File: src/rtl/clk_monitor_if.sv
// rtl/clk_monitor_if.sv - external clock input and monitor result bundle
interface clk_monitor_if #(
    parameter int W = 7
);
    logic         extClk;
    logic         riseStrobe;
    logic         fallStrobe;
    logic [W-1:0] period;
    logic         periodValid;
    logic         periodUpdate;
    logic         clkLost;
    logic [1:0]   state;

    modport master (
        output extClk,
        input  riseStrobe, fallStrobe, period, periodValid, periodUpdate, clkLost, state
    );

    modport slave (
        input  extClk,
        output riseStrobe, fallStrobe, period, periodValid, periodUpdate, clkLost, state
    );
endinterface

File: src/rtl/clk_monitor.sv
// rtl/clk_monitor.sv - measures the rise-to-rise period of an asynchronous clock and flags its loss
module clk_monitor #(
    parameter int inputFreq = 100_000_000,
    parameter int minFreq   = 1_000_000
) (
    input  logic         baseClk,
    input  logic         reset,
    clk_monitor_if.slave mon
);
    localparam int TIMEOUT = inputFreq / minFreq;
    localparam int W       = $clog2(TIMEOUT + 1);
    localparam logic [W-1:0] TIMEOUT_CNT = W'(TIMEOUT);
    localparam logic [W-1:0] ONE         = W'(1);

    typedef enum logic [1:0] {
        ACQUIRE = 2'd0,
        MEASURE = 2'd1,
        LOCKED  = 2'd2,
        LOST    = 2'd3
    } state_t;

    logic s1, s2, s3;
    logic rise_strobe_q, fall_strobe_q;
    logic [W-1:0] counter;
    logic [W-1:0] period_q;
    logic valid_q, update_q, lost_q;
    state_t state_q, state_d;
    logic load_period, valid_d, lost_d;

    // extClk is only ever sampled by s1; s3 holds the previous synchronized level
    always_ff @(posedge baseClk or posedge reset) begin
        if (reset) begin
            s1            <= 1'b0;
            s2            <= 1'b0;
            s3            <= 1'b0;
            rise_strobe_q <= 1'b0;
            fall_strobe_q <= 1'b0;
        end else begin
            s1            <= mon.extClk;
            s2            <= s1;
            s3            <= s2;
            rise_strobe_q <= s2 & ~s3;
            fall_strobe_q <= ~s2 & s3;
        end
    end

    always_ff @(posedge baseClk or posedge reset) begin
        if (reset) begin
            counter <= '0;
        end else if (rise_strobe_q) begin
            counter <= ONE;
        end else if (counter != TIMEOUT_CNT) begin
            counter <= counter + ONE;
        end
    end

    always_ff @(posedge baseClk or posedge reset) begin
        if (reset) begin
            state_q <= ACQUIRE;
        end else begin
            state_q <= state_d;
        end
    end

    always_comb begin
        state_d     = state_q;
        load_period = 1'b0;
        valid_d     = valid_q;
        lost_d      = lost_q;
        case (state_q)
            ACQUIRE: if (rise_strobe_q) state_d = MEASURE;
            MEASURE: if (rise_strobe_q) begin
                state_d     = LOCKED;
                load_period = 1'b1;
                valid_d     = 1'b1;
            end
            LOCKED:  if (rise_strobe_q) load_period = 1'b1;
            LOST:    if (rise_strobe_q) begin
                state_d = MEASURE;
                lost_d  = 1'b0;
            end
            default: state_d = ACQUIRE;
        endcase
        // a rise landing on the timeout cycle still counts as a legal interval
        if (state_q != LOST && counter == TIMEOUT_CNT && !rise_strobe_q) begin
            state_d = LOST;
            lost_d  = 1'b1;
            valid_d = 1'b0;
        end
    end

    always_ff @(posedge baseClk or posedge reset) begin
        if (reset) begin
            period_q <= '0;
            valid_q  <= 1'b0;
            update_q <= 1'b0;
            lost_q   <= 1'b0;
        end else begin
            if (load_period) period_q <= counter;
            valid_q  <= valid_d;
            update_q <= load_period;
            lost_q   <= lost_d;
        end
    end

    assign mon.riseStrobe   = rise_strobe_q;
    assign mon.fallStrobe   = fall_strobe_q;
    assign mon.period       = period_q;
    assign mon.periodValid  = valid_q;
    assign mon.periodUpdate = update_q;
    assign mon.clkLost      = lost_q;
    assign mon.state        = state_q;
endmodule

File: src/flat_wrapper.sv
// flat-port wrapper written by rule: the top's interface ports become plain ports
module clk_monitor_flat 
#(
    parameter int inputFreq = 100_000_000,
    parameter int minFreq   = 1_000_000
)
  (baseClk, reset, mon_extClk, mon_riseStrobe, mon_fallStrobe, mon_period, mon_periodValid, mon_periodUpdate, mon_clkLost, mon_state);
  clk_monitor_if #(.W(7)) mon_i ();
  input  logic baseClk;
  input  logic reset;
  input wire logic [$bits(mon_i.extClk)-1:0] mon_extClk;
  output wire logic [$bits(mon_i.riseStrobe)-1:0] mon_riseStrobe;
  output wire logic [$bits(mon_i.fallStrobe)-1:0] mon_fallStrobe;
  output wire logic [$bits(mon_i.period)-1:0] mon_period;
  output wire logic [$bits(mon_i.periodValid)-1:0] mon_periodValid;
  output wire logic [$bits(mon_i.periodUpdate)-1:0] mon_periodUpdate;
  output wire logic [$bits(mon_i.clkLost)-1:0] mon_clkLost;
  output wire logic [$bits(mon_i.state)-1:0] mon_state;
  assign mon_i.extClk = mon_extClk;
  assign mon_riseStrobe = mon_i.riseStrobe;
  assign mon_fallStrobe = mon_i.fallStrobe;
  assign mon_period = mon_i.period;
  assign mon_periodValid = mon_i.periodValid;
  assign mon_periodUpdate = mon_i.periodUpdate;
  assign mon_clkLost = mon_i.clkLost;
  assign mon_state = mon_i.state;
  clk_monitor #(.inputFreq(inputFreq), .minFreq(minFreq)) u_core (.baseClk(baseClk), .reset(reset), .mon(mon_i));
endmodule
File: config.mk
export PLATFORM = sky130hd
export DESIGN_NAME = clk_monitor_flat
export DESIGN_NICKNAME = d
export VERILOG_FILES = /design/src/rtl/clk_monitor_if.sv /design/src/rtl/clk_monitor.sv /design/src/flat_wrapper.sv
export SDC_FILE = /design/constraint.sdc
export NUM_CORES = 1
export LEC_CHECK = 0
export BUFFER_PORTS_ARGS = -buffer_cell sky130_fd_sc_hd__buf_4
export CAP_MARGIN = 20
export CORE_ASPECT_RATIO = 1.4
export CORE_MARGIN = 1
export CORE_UTILIZATION = 48
export DETAILED_ROUTE_END_ITERATION = 12
export GPL_TIMING_DRIVEN = 1
export PLACE_DENSITY_LB_ADDON = 0.3
export SYNTH_ARGS = -nofsm -noshare
export SYNTH_HDL_FRONTEND = slang
export SYNTH_SLANG_ARGS = --single-unit
File: constraint.sdc
create_clock -name baseClk -period 1.4 [get_ports baseClk]
set_clock_uncertainty 0.05 [all_clocks]
set_input_delay 0.21 -clock baseClk [delete_from_list [all_inputs] [get_ports baseClk]]
set_output_delay 0.21 -clock baseClk [all_outputs]
set_load 0.005 [all_outputs]
==> results of run 1 <==
per-layer routing:
metal / vias to the layer above / share of wire
met3: 7 / 0.032
met1: 372 / 0.43
met4: 0 / 0.020
met2: 19 / 0.52
met5: - / 0
li1: 384 / -
power by group:
group | total (mW) | internal [mW] | switching, mW
combinational | 1.00 | 0.581 | 0.419
clock | 0.495 | 0.290 | 0.205
sequential | 0.971 | 0.856 | 0.116
cell families after synthesis:
group / Yosys count
compound gates: 17
xor+xnor: 1
fa+ha+maj: 5
buf+inv: 10
flops: 24
mux: 5
simple gates: 29
synth_stat cells (all sizes together) (2+ instances only):
| cell type | n |
|---|---|
| nand3 | 2 |
| dfrtp | 24 |
| nand2 | 6 |
| nor4 | 3 |
| or3 | 3 |
| nand2b | 2 |
| buf | 3 |
| mux2 | 5 |
| o21ai | 5 |
| inv | 7 |
| ha | 5 |
| nor2b | 4 |
| o21bai | 3 |
| a21oi | 6 |
| nor2 | 5 |
area by class of cell:
class,count,area (sq um)
Multi-Input combinational cell,57,522
Clock inverter,1,30.0
Timing Repair Buffer,37,290
Tap cell,21,26.3
Inverter,7,26.3
Clock buffer,3,22.5
Sequential cell,24,602
Fill cell,141,478
worst max-delay path: stages, from the launching register on:
cell,delay [ns]
dfrtp_1,0.44
inv_2,0.07
ha_4,0.26
nand2b_4,0.19
mux2_4,0.32
timing repair:
item,CTS,global route
hold buffers,2,0
hold endpoints to repair,25,0
buffers inserted,2,2
gates resized for setup,17,13
pin swaps,3,6
endpoints found under the setup margin,7,15
how the worst max path moves through the flow:
stage,end,start
2_1_floorplan,u_core.mon.period[2],u_core.mon.state[0]
4_1_cts,u_core.mon.period[6],u_core.mon.state[0]
3_3_place_gp,u_core.mon.period[5],u_core.mon.state[0]
5_1_grt,u_core.mon.period[6],u_core.mon.state[0]
6_report,u_core.mon.period[6],u_core.mon.state[0]
3_5_place_dp,u_core.mon.period[6],u_core.mon.state[0]
==> impl_metrics.env, run 1 <==
export IMPL_dp_hpwl_mm=1.31
export IMPL_antenna_found_initial=0
export IMPL_start_util=0.523
export IMPL_met1_usage=0.229
export IMPL_cp_max_fo=7
export IMPL_postLayoutCoreUtil=0.761
export IMPL_synth_xor_area_share=0.00838
export IMPL_grt_util_met2=0.337
export IMPL_power_density_nw_per_um2=1620
export IMPL_drive_gt1_frac=0.512
export IMPL_cts_tree="done"
export IMPL_fin_cells=150
export IMPL_irDropWorstVdd_uv=1310
export IMPL_whs_ns=0.329
export IMPL_grt_pass1_vias=801
export IMPL_htree_levels=1
export IMPL_cap_violations=0
export IMPL_dieWidth_um=41.4
export IMPL_r2r_end="u_core.mon.period[6]"
export IMPL_rsz0062_at_grt="yes"
export IMPL_ys_flop_type="dfrtp_1"
export IMPL_layout_nets=138
export IMPL_yosys_area_share_simple=0.170
export IMPL_clock_sinks=24
export IMPL_synthMuxAreaShare=0.0539
export IMPL_root_buffer="clkbuf_4"
export IMPL_synthCells=91
export IMPL_synth_compound_area_frac=0.0946
export IMPL_design_area_sq_um=1520
export IMPL_min_from="u_core.s1"
export IMPL_ant_nets=0
export IMPL_relSlewSlack=0.804
export IMPL_synthArstFlopShare=1.00
export IMPL_area_growth_syn_to_layout_pct=45.4
export IMPL_syn_area_sq_um=1040
export IMPL_clkLatencyLatePin_ns=0.31
export IMPL_rr_startpoint="u_core.mon.state[0]"
export IMPL_worst_hold_path_endpoint="u_core.s2"
export IMPL_cts_max_path_buffers=2
export IMPL_fin_ws_ns=-0.0416
export IMPL_grt_max_degree=25
export IMPL_vias=782
export IMPL_synthAdderAreaFrac=0.0599
export IMPL_start_kind="flop"
export IMPL_grt_pass1_wl_mm=3.42
export IMPL_synthDistinctLibCells=25
export IMPL_post_synth_top_area_fraction=0.575
export IMPL_rows=19
export IMPL_ys_top_cells_by_area="dfrtp_1 (57%), ha_1 (6.0%), mux2_2 (5.4%)"
export IMPL_core_area_sq_um=2000
export IMPL_synth_top_area_cell="dfrtp_1"
export IMPL_fmax_mhz=694
export IMPL_setup_viol=5
export IMPL_route_detailed_drc=0
export IMPL_tightest_slew_ns=0.295
export IMPL_gp_congestion=0.737
export IMPL_wl_mm=2.07
export IMPL_hold_depth=0
export IMPL_fin_tns_setup_ns=-0.175
export IMPL_syn_nets=99
export IMPL_fin_crit_sh=1.03
export IMPL_gr_usage_met3=0.0190
export IMPL_grt_usage=0.189
export IMPL_pre_cts_ws_ns=-0.0469
export IMPL_synth_edff_count=0
export IMPL_rrSetupSlack_ns=-0.04
export IMPL_dp_cells=140
export IMPL_final_cell_mix="buf_4 (33), dfrtp_1 (23)"
export IMPL_die_area_sq_um=2370
export IMPL_hold_violations=0
export IMPL_post_drt_wl_per_cell_um=13.8
export IMPL_ys_seq_area_frac=0.575
export IMPL_endpoint_kind="flop"
export IMPL_worstSetupPathType="flop to flop"
export IMPL_synth_top_family_by_area="simple AND/OR/NAND/NOR gates"
export IMPL_leakage_nw=0.737
export IMPL_buffer_ports_inserted=16
export IMPL_reg2regPathDepth=4
export IMPL_final_max_slew_viol_count=0
export IMPL_busiest_layer="met2"
export IMPL_cts_buffers=3
export IMPL_drt_pass1_iter_count=4
export IMPL_synth_warnings=0
export IMPL_clkTransAtPathRegs_ns=0.13
export IMPL_total_power_mw=2.47
export IMPL_dpl_cell_area_sq_um=1300
export IMPL_status="finished, violations left"
export IMPL_failed_checks="setup timing"
export IMPL_hp_class="flop to flop"
export IMPL_drt_iter0_markers=7
export IMPL_synth_seq_cells=24
export IMPL_worstPathRequired_ns=1.56
export IMPL_fin_crit_ns=1.44
export IMPL_synth_area_per_cell_sq_um=11.5
export IMPL_n_antenna_cell=0
export IMPL_layout_commonest_cell="buf_4"
export IMPL_fp_dieH_um=57.2
export IMPL_via_per_inst=5.21
export IMPL_num_io_pins=17
export IMPL_grt_overflow=0
export IMPL_worstPathArrival_ns=1.60
(Power assumes the default switching activity.)
==> run 2: changes to the inputs <==
--- a/config.mk
+++ b/config.mk
@@ -12,7 +12,7 @@
 export CORE_UTILIZATION = 48
 export DETAILED_ROUTE_END_ITERATION = 12
 export GPL_TIMING_DRIVEN = 1
-export PLACE_DENSITY_LB_ADDON = 0.3
+export PLACE_DENSITY = 0.72
 export SYNTH_ARGS = -nofsm -noshare
 export SYNTH_HDL_FRONTEND = slang
 export SYNTH_SLANG_ARGS = --single-unit
==> run 2 against run 1 <==
  * The run still ends with setup timing left
  * Clock-buffer cell count grew 1
  * Register-to-register slack is essentially flat
  * First-iteration DRC count grew 100%
  * Fmax shrank 0.87%
  * Largest cell class unchanged
  * Non-clock buffer count grew 1
  * Critical path type unchanged
  * Sequential power grew 0.4%
==> impl_metrics.env, run 2 (synthesis gave the netlist of run 1 again) <==
export IMPL_status="finished, violations left"
export IMPL_failed_checks="setup timing"
export IMPL_cts_max_path_buffers=2
export IMPL_worstPathArrival_ns=1.62
export IMPL_cts_tree="done"
export IMPL_n_antenna_cell=0
export IMPL_fp_dieH_um=57.2
export IMPL_design_area_sq_um=1490
export IMPL_setup_viol=7
export IMPL_layout_commonest_cell="buf_4"
export IMPL_worstSetupPathType="flop to flop"
export IMPL_htree_levels=1
export IMPL_fmax_mhz=688
export IMPL_cts_buffers=3
export IMPL_start_util=0.523
export IMPL_ant_nets=0
export IMPL_gp_congestion=0.745
export IMPL_root_buffer="clkbuf_4"
export IMPL_hold_violations=0
export IMPL_route_detailed_drc=0
export IMPL_final_cell_mix="buf_4 (35), dfrtp_1 (22), a21oi_1 (6)"
export IMPL_leakage_nw=0.707
export IMPL_rows=19
export IMPL_core_area_sq_um=2000
export IMPL_drt_pass1_iter_count=4
export IMPL_grt_pass1_vias=826
export IMPL_post_drt_wl_per_cell_um=13.5
export IMPL_endpoint_kind="flop"
export IMPL_critPathMaxStageDelay_ns=0.42
export IMPL_clkTransAtPathRegs_ns=0.13
export IMPL_drt_iter0_markers=14
export IMPL_rsz0062_at_grt="yes"
export IMPL_grt_pass1_wl_mm=3.46
export IMPL_critPathSlowestCell="dfrtp_1"
export IMPL_area_growth_syn_to_layout_pct=42.2
export IMPL_final_max_slew_viol_count=0
export IMPL_tightest_slew_ns=0.300
export IMPL_fillerInstances=150
export IMPL_fin_ws_ns=-0.0542
export IMPL_worstPathRequired_ns=1.56
export IMPL_via_per_inst=5.27
export IMPL_start_kind="flop"
export IMPL_power_density_nw_per_um2=1560
export IMPL_dp_cells=142
export IMPL_hp_class="flop to flop"
export IMPL_total_power_mw=2.32
export IMPL_antenna_found_initial=0
export IMPL_drive_gt1_frac=0.500
export IMPL_vias=796
export IMPL_grt_usage=0.188
export IMPL_path_cells="inv_1 > ha_4 > nand2b_4 > mux2_2"
export IMPL_num_io_pins=17
export IMPL_fin_crit_sh=1.04
export IMPL_relSlewSlack=0.800
export IMPL_dieWidth_um=41.4
export IMPL_clock_sinks=24
export IMPL_dpl_cell_area_sq_um=1310
export IMPL_dp_hpwl_mm=1.36
export IMPL_layout_nets=139
export IMPL_grt_max_degree=25
export IMPL_fin_crit_ns=1.45
export IMPL_whs_ns=0.319
export IMPL_cp_max_fo=7
export IMPL_die_area_sq_um=2370
export IMPL_fin_cells=151
export IMPL_cap_violations=0
export IMPL_postLayoutCoreUtil=0.744
export IMPL_wl_mm=2.03
export IMPL_clkLatencyLatePin_ns=0.31
export IMPL_grt_overflow=0
export IMPL_buffer_ports_inserted=16
export IMPL_irDropWorstVdd_uv=1360
==> run 2: final cells by class <==
class	instances	area [sq um]	share of cell area
sequential	24	603	0.406
multi-input combinational	57	499	0.336
timing repair buffer	38	294	0.198
clock buffer	4	36.3	0.0244
inverter	7	26.3	0.0177
tap	21	26.3	0.0177
==> run 2: path summary, 6_finish.rpt <==
path / start / to / slack (ns) / cells after the start
max reg2reg: u_core.mon.state[0] / u_core.mon.period[6] / -0.05 / 4
min: u_core.s1 / u_core.s2 / 0.32 / 0
min in group asynchronous: reset / u_core.mon.clkLost / 0.44 / 4
max: u_core.mon.state[0] / u_core.mon.period[6] / -0.05 / 4
max in group asynchronous: reset / u_core.mon.riseStrobe / 0.62 / 4
min reg2reg: u_core.s1 / u_core.s2 / 0.32 / 0
==> run 2: critical path, delay by kind of cell, from the launching register on <==
kind	cells	cell delay (ns)
muxes	1	0.35
DFF	1	0.42
and+or+nand+nor	1	0.16
adders and majority gates	1	0.27
buffers and inverters	1	0.10
==> run 2: metal layers <==
| metal | GRT usage | vias up | share of wire |
|---|---|---|---|
| met1 | 0.235 | 392 | 0.41 |
| met2 | 0.342 | 16 | 0.56 |
| li1 | - | 386 | - |
| met3 | 0.0190 | 2 | 0.028 |
| met4 | 0.0553 | 0 | 0.0089 |
| met5 | 0 | - | 0 |
==> run 2: power breakdown <==
| part | internal [mW] | switching, mW |
|---|---|---|
| clock | 0.159 | 0.206 |
| combinational | 0.572 | 0.408 |
| sequential | 0.856 | 0.119 |
| total | 1.59 | 0.733 |
==> run 2: timing repair <==
action                                 4_1_cts  5_1_grt
setup endpoints to repair                    8       14
endpoints found under the hold margin       25        0
resized for setup                           12       11
hold buffers                                 2        0
pin swaps                                    5        2
setup buffers                                2        1
gates cloned                                 0        0
==> run 2: stage by stage <==
stage / setup slack (ns) / TNS (ns)
final: -0.0542 / -0.232
after global placement: -0.00300 / -0.0132
after global routing: -0.0695 / -0.525
after detailed placement: -0.0490 / -0.201
after floorplan: -0.0466 / -0.233
after CTS: -0.0242 / -0.0598
==> run 3: changes to the inputs <==
--- a/config.mk
+++ b/config.mk
@@ -7,7 +7,6 @@
 export LEC_CHECK = 0
 export BUFFER_PORTS_ARGS = -buffer_cell sky130_fd_sc_hd__buf_4
 export CAP_MARGIN = 20
-export CORE_ASPECT_RATIO = 1.4
 export CORE_MARGIN = 1
 export CORE_UTILIZATION = 48
 export DETAILED_ROUTE_END_ITERATION = 12
==> constraint.sdc (replaced) <==
create_clock -name baseClk -period 1.2 [get_ports baseClk]
set_clock_uncertainty 0.05 [all_clocks]
set_input_delay 0.18 -clock baseClk [delete_from_list [all_inputs] [get_ports baseClk]]
set_output_delay 0.18 -clock baseClk [all_outputs]
set_load 0.005 [all_outputs]
==> run 3 against run 2 <==
  * The flow still finishes with violations (setup timing)
  * Sequential power grew 21%
  * Clock power rose by 58%
  * Power grew 38%
  * Highest routed layer unchanged
==> impl_metrics.env, run 3 (synthesis gave the netlist of run 1 again) <==
export IMPL_postLayoutCoreUtil=0.835
export IMPL_grt_pass1_vias=863
export IMPL_gp_congestion=0.826
export IMPL_drive_gt1_frac=0.577
export IMPL_antenna_found_initial=0
export IMPL_cts_buffers=3
export IMPL_ant_nets=0
export IMPL_r2r_end="u_core.mon.period[4]"
export IMPL_clock_sinks=24
export IMPL_worstPathArrival_ns=1.60
export IMPL_cts_max_path_buffers=2
export IMPL_drt_pass1_iter_count=4
export IMPL_route_detailed_drc=0
export IMPL_final_max_slew_viol_count=0
export IMPL_rrSetupSlack_ns=-0.24
export IMPL_irDropWorstVdd_uv=1490
export IMPL_grt_pass1_wl_mm=3.69
export IMPL_post_drt_wl_per_cell_um=17.3
export IMPL_setup_viol=20
export IMPL_endpoint_kind="flop"
export IMPL_layout_nets=146
export IMPL_rsz0062_at_grt="yes"
export IMPL_dp_hpwl_mm=1.51
export IMPL_fin_crit_sh=1.20
export IMPL_n_antenna_cell=0
export IMPL_pre_cts_ws_ns=-0.227
export IMPL_rows=16
export IMPL_grt_overflow=0
export IMPL_cts_tree="done"
export IMPL_area_growth_syn_to_layout_pct=60.0
export IMPL_layout_commonest_cell="buf_4"
export IMPL_relSlewSlack=0.796
export IMPL_p_switching_mw=1.06
export IMPL_rr_startpoint="u_core.mon.state[1]"
export IMPL_worstSetupPathType="flop to flop"
export IMPL_clkPwrFrac=0.181
export IMPL_vias=907
export IMPL_dpl_cell_area_sq_um=1360
export IMPL_core_area_sq_um=2000
export IMPL_num_io_pins=17
export IMPL_status="finished, violations left"
export IMPL_htree_levels=1
export IMPL_total_power_mw=3.19
export IMPL_combPwrFrac=0.450
export IMPL_cap_violations=0
export IMPL_tightest_slew_ns=0.306
export IMPL_final_cell_mix="buf_4 (38), dfrtp_1 (22)"
export IMPL_intPower_mw=2.13
export IMPL_p_sw_frac=0.332
export IMPL_drt_iter0_markers=27
export IMPL_fin_ws_ns=-0.242
export IMPL_buffer_ports_inserted=16
export IMPL_grt_max_degree=25
export IMPL_worstSetupStartpoint="u_core.mon.state[1]"
export IMPL_clkLatencyLatePin_ns=0.31
export IMPL_crit_path_end="u_core.mon.period[4]"
export IMPL_failed_checks="setup timing"
export IMPL_worstPathRequired_ns=1.36
export IMPL_leakage_nw=0.787
export IMPL_start_kind="flop"
export IMPL_clkTransAtPathRegs_ns=0.13
export IMPL_wl_mm=2.84
export IMPL_fmax_mhz=694
export IMPL_power_frac_seq=0.369
export IMPL_fp_dieH_um=48.7
export IMPL_power_density_nw_per_um2=1910
export IMPL_hold_violations=0
export IMPL_dieWidth_um=48.7
export IMPL_design_area_sq_um=1670
export IMPL_root_buffer="clkbuf_4"
export IMPL_grt_usage=0.205
export IMPL_reg2regPathDepth=3
export IMPL_fin_crit_ns=1.44
export IMPL_start_util=0.522
export IMPL_hp_class="flop to flop"
export IMPL_die_area_sq_um=2370
export IMPL_via_per_inst=5.53
export IMPL_cp_max_fo=7
## run 3: cell types whose count changed in the layout (fill, tap and decap cells not counted), sizes merged
cell,change
bufinv,+1
buf,+7
clkbuf,-1
## run 3: how the worst min path moves through the flow
stage	from	to	cells after the start
after detailed placement	reset	u_core.mon.clkLost	3
final	u_core.s1	u_core.s2	0
after global placement	reset	u_core.mon.periodValid	3
after CTS	u_core.s1	u_core.s2	0
after floorplan	reset	u_core.counter[0]	1
after global routing	u_core.s1	u_core.s2	0
## run 3: power groups by stage
stage,Clock (mW),Sequential (mW),Combinational (mW)
5_1_grt,0.626,1.20,1.55
3_5_place_dp,0,1.15,0.937
4_1_cts,0.598,1.14,1.13
2_1_floorplan,0,1.17,0.437
3_3_place_gp,0,1.14,0.908
6_report,0.578,1.18,1.44
## run 3: worst max-delay path, cell delays in order, from the launching register on
cell and delay (ns):
dfrtp_2 0.49, ha_4 0.29, nand2b_4 0.19, mux2_4 0.32
## run 3: what timing repair did
| item | 4_1_cts | 5_1_grt |
|---|---|---|
| endpoints found under the hold margin | 25 | 0 |
| endpoints found under the setup margin | 20 | 20 |
| hold buffers | 2 | 0 |
| pin swaps | 5 | 9 |
| resized for setup | 23 | 20 |
| buffers inserted | 2 | 5 |
## run 3: metal layers
layer	GRT usage	share of wire	wire, um
met1	0.258	0.39	1100
met2	0.343	0.53	1510
met3	0.0409	0.041	117
met4	0.0833	0.035	99
met5	0	0	0
## run 3: final cells by class
class | count | area [sq um]
clock inverter | 1 | 30.0
fill | 109 | 330
clock buffer | 3 | 22.5
inverter | 7 | 26.3
timing repair buffer | 45 | 362
multi-input combinational | 57 | 594
sequential | 24 | 603
tap | 27 | 33.8
## run 3: stage by stage
step	hold WS, ns	instances	setup TNS [ns]
2_1_floorplan	0.145	91	-1.61
3_3_place_gp	0.196	152	-2.23
3_5_place_dp	0.208	152	-2.80
6_report	0.341	164	-3.31
5_1_grt	0.347	164	-4.24
4_1_cts	0.347	160	-2.59
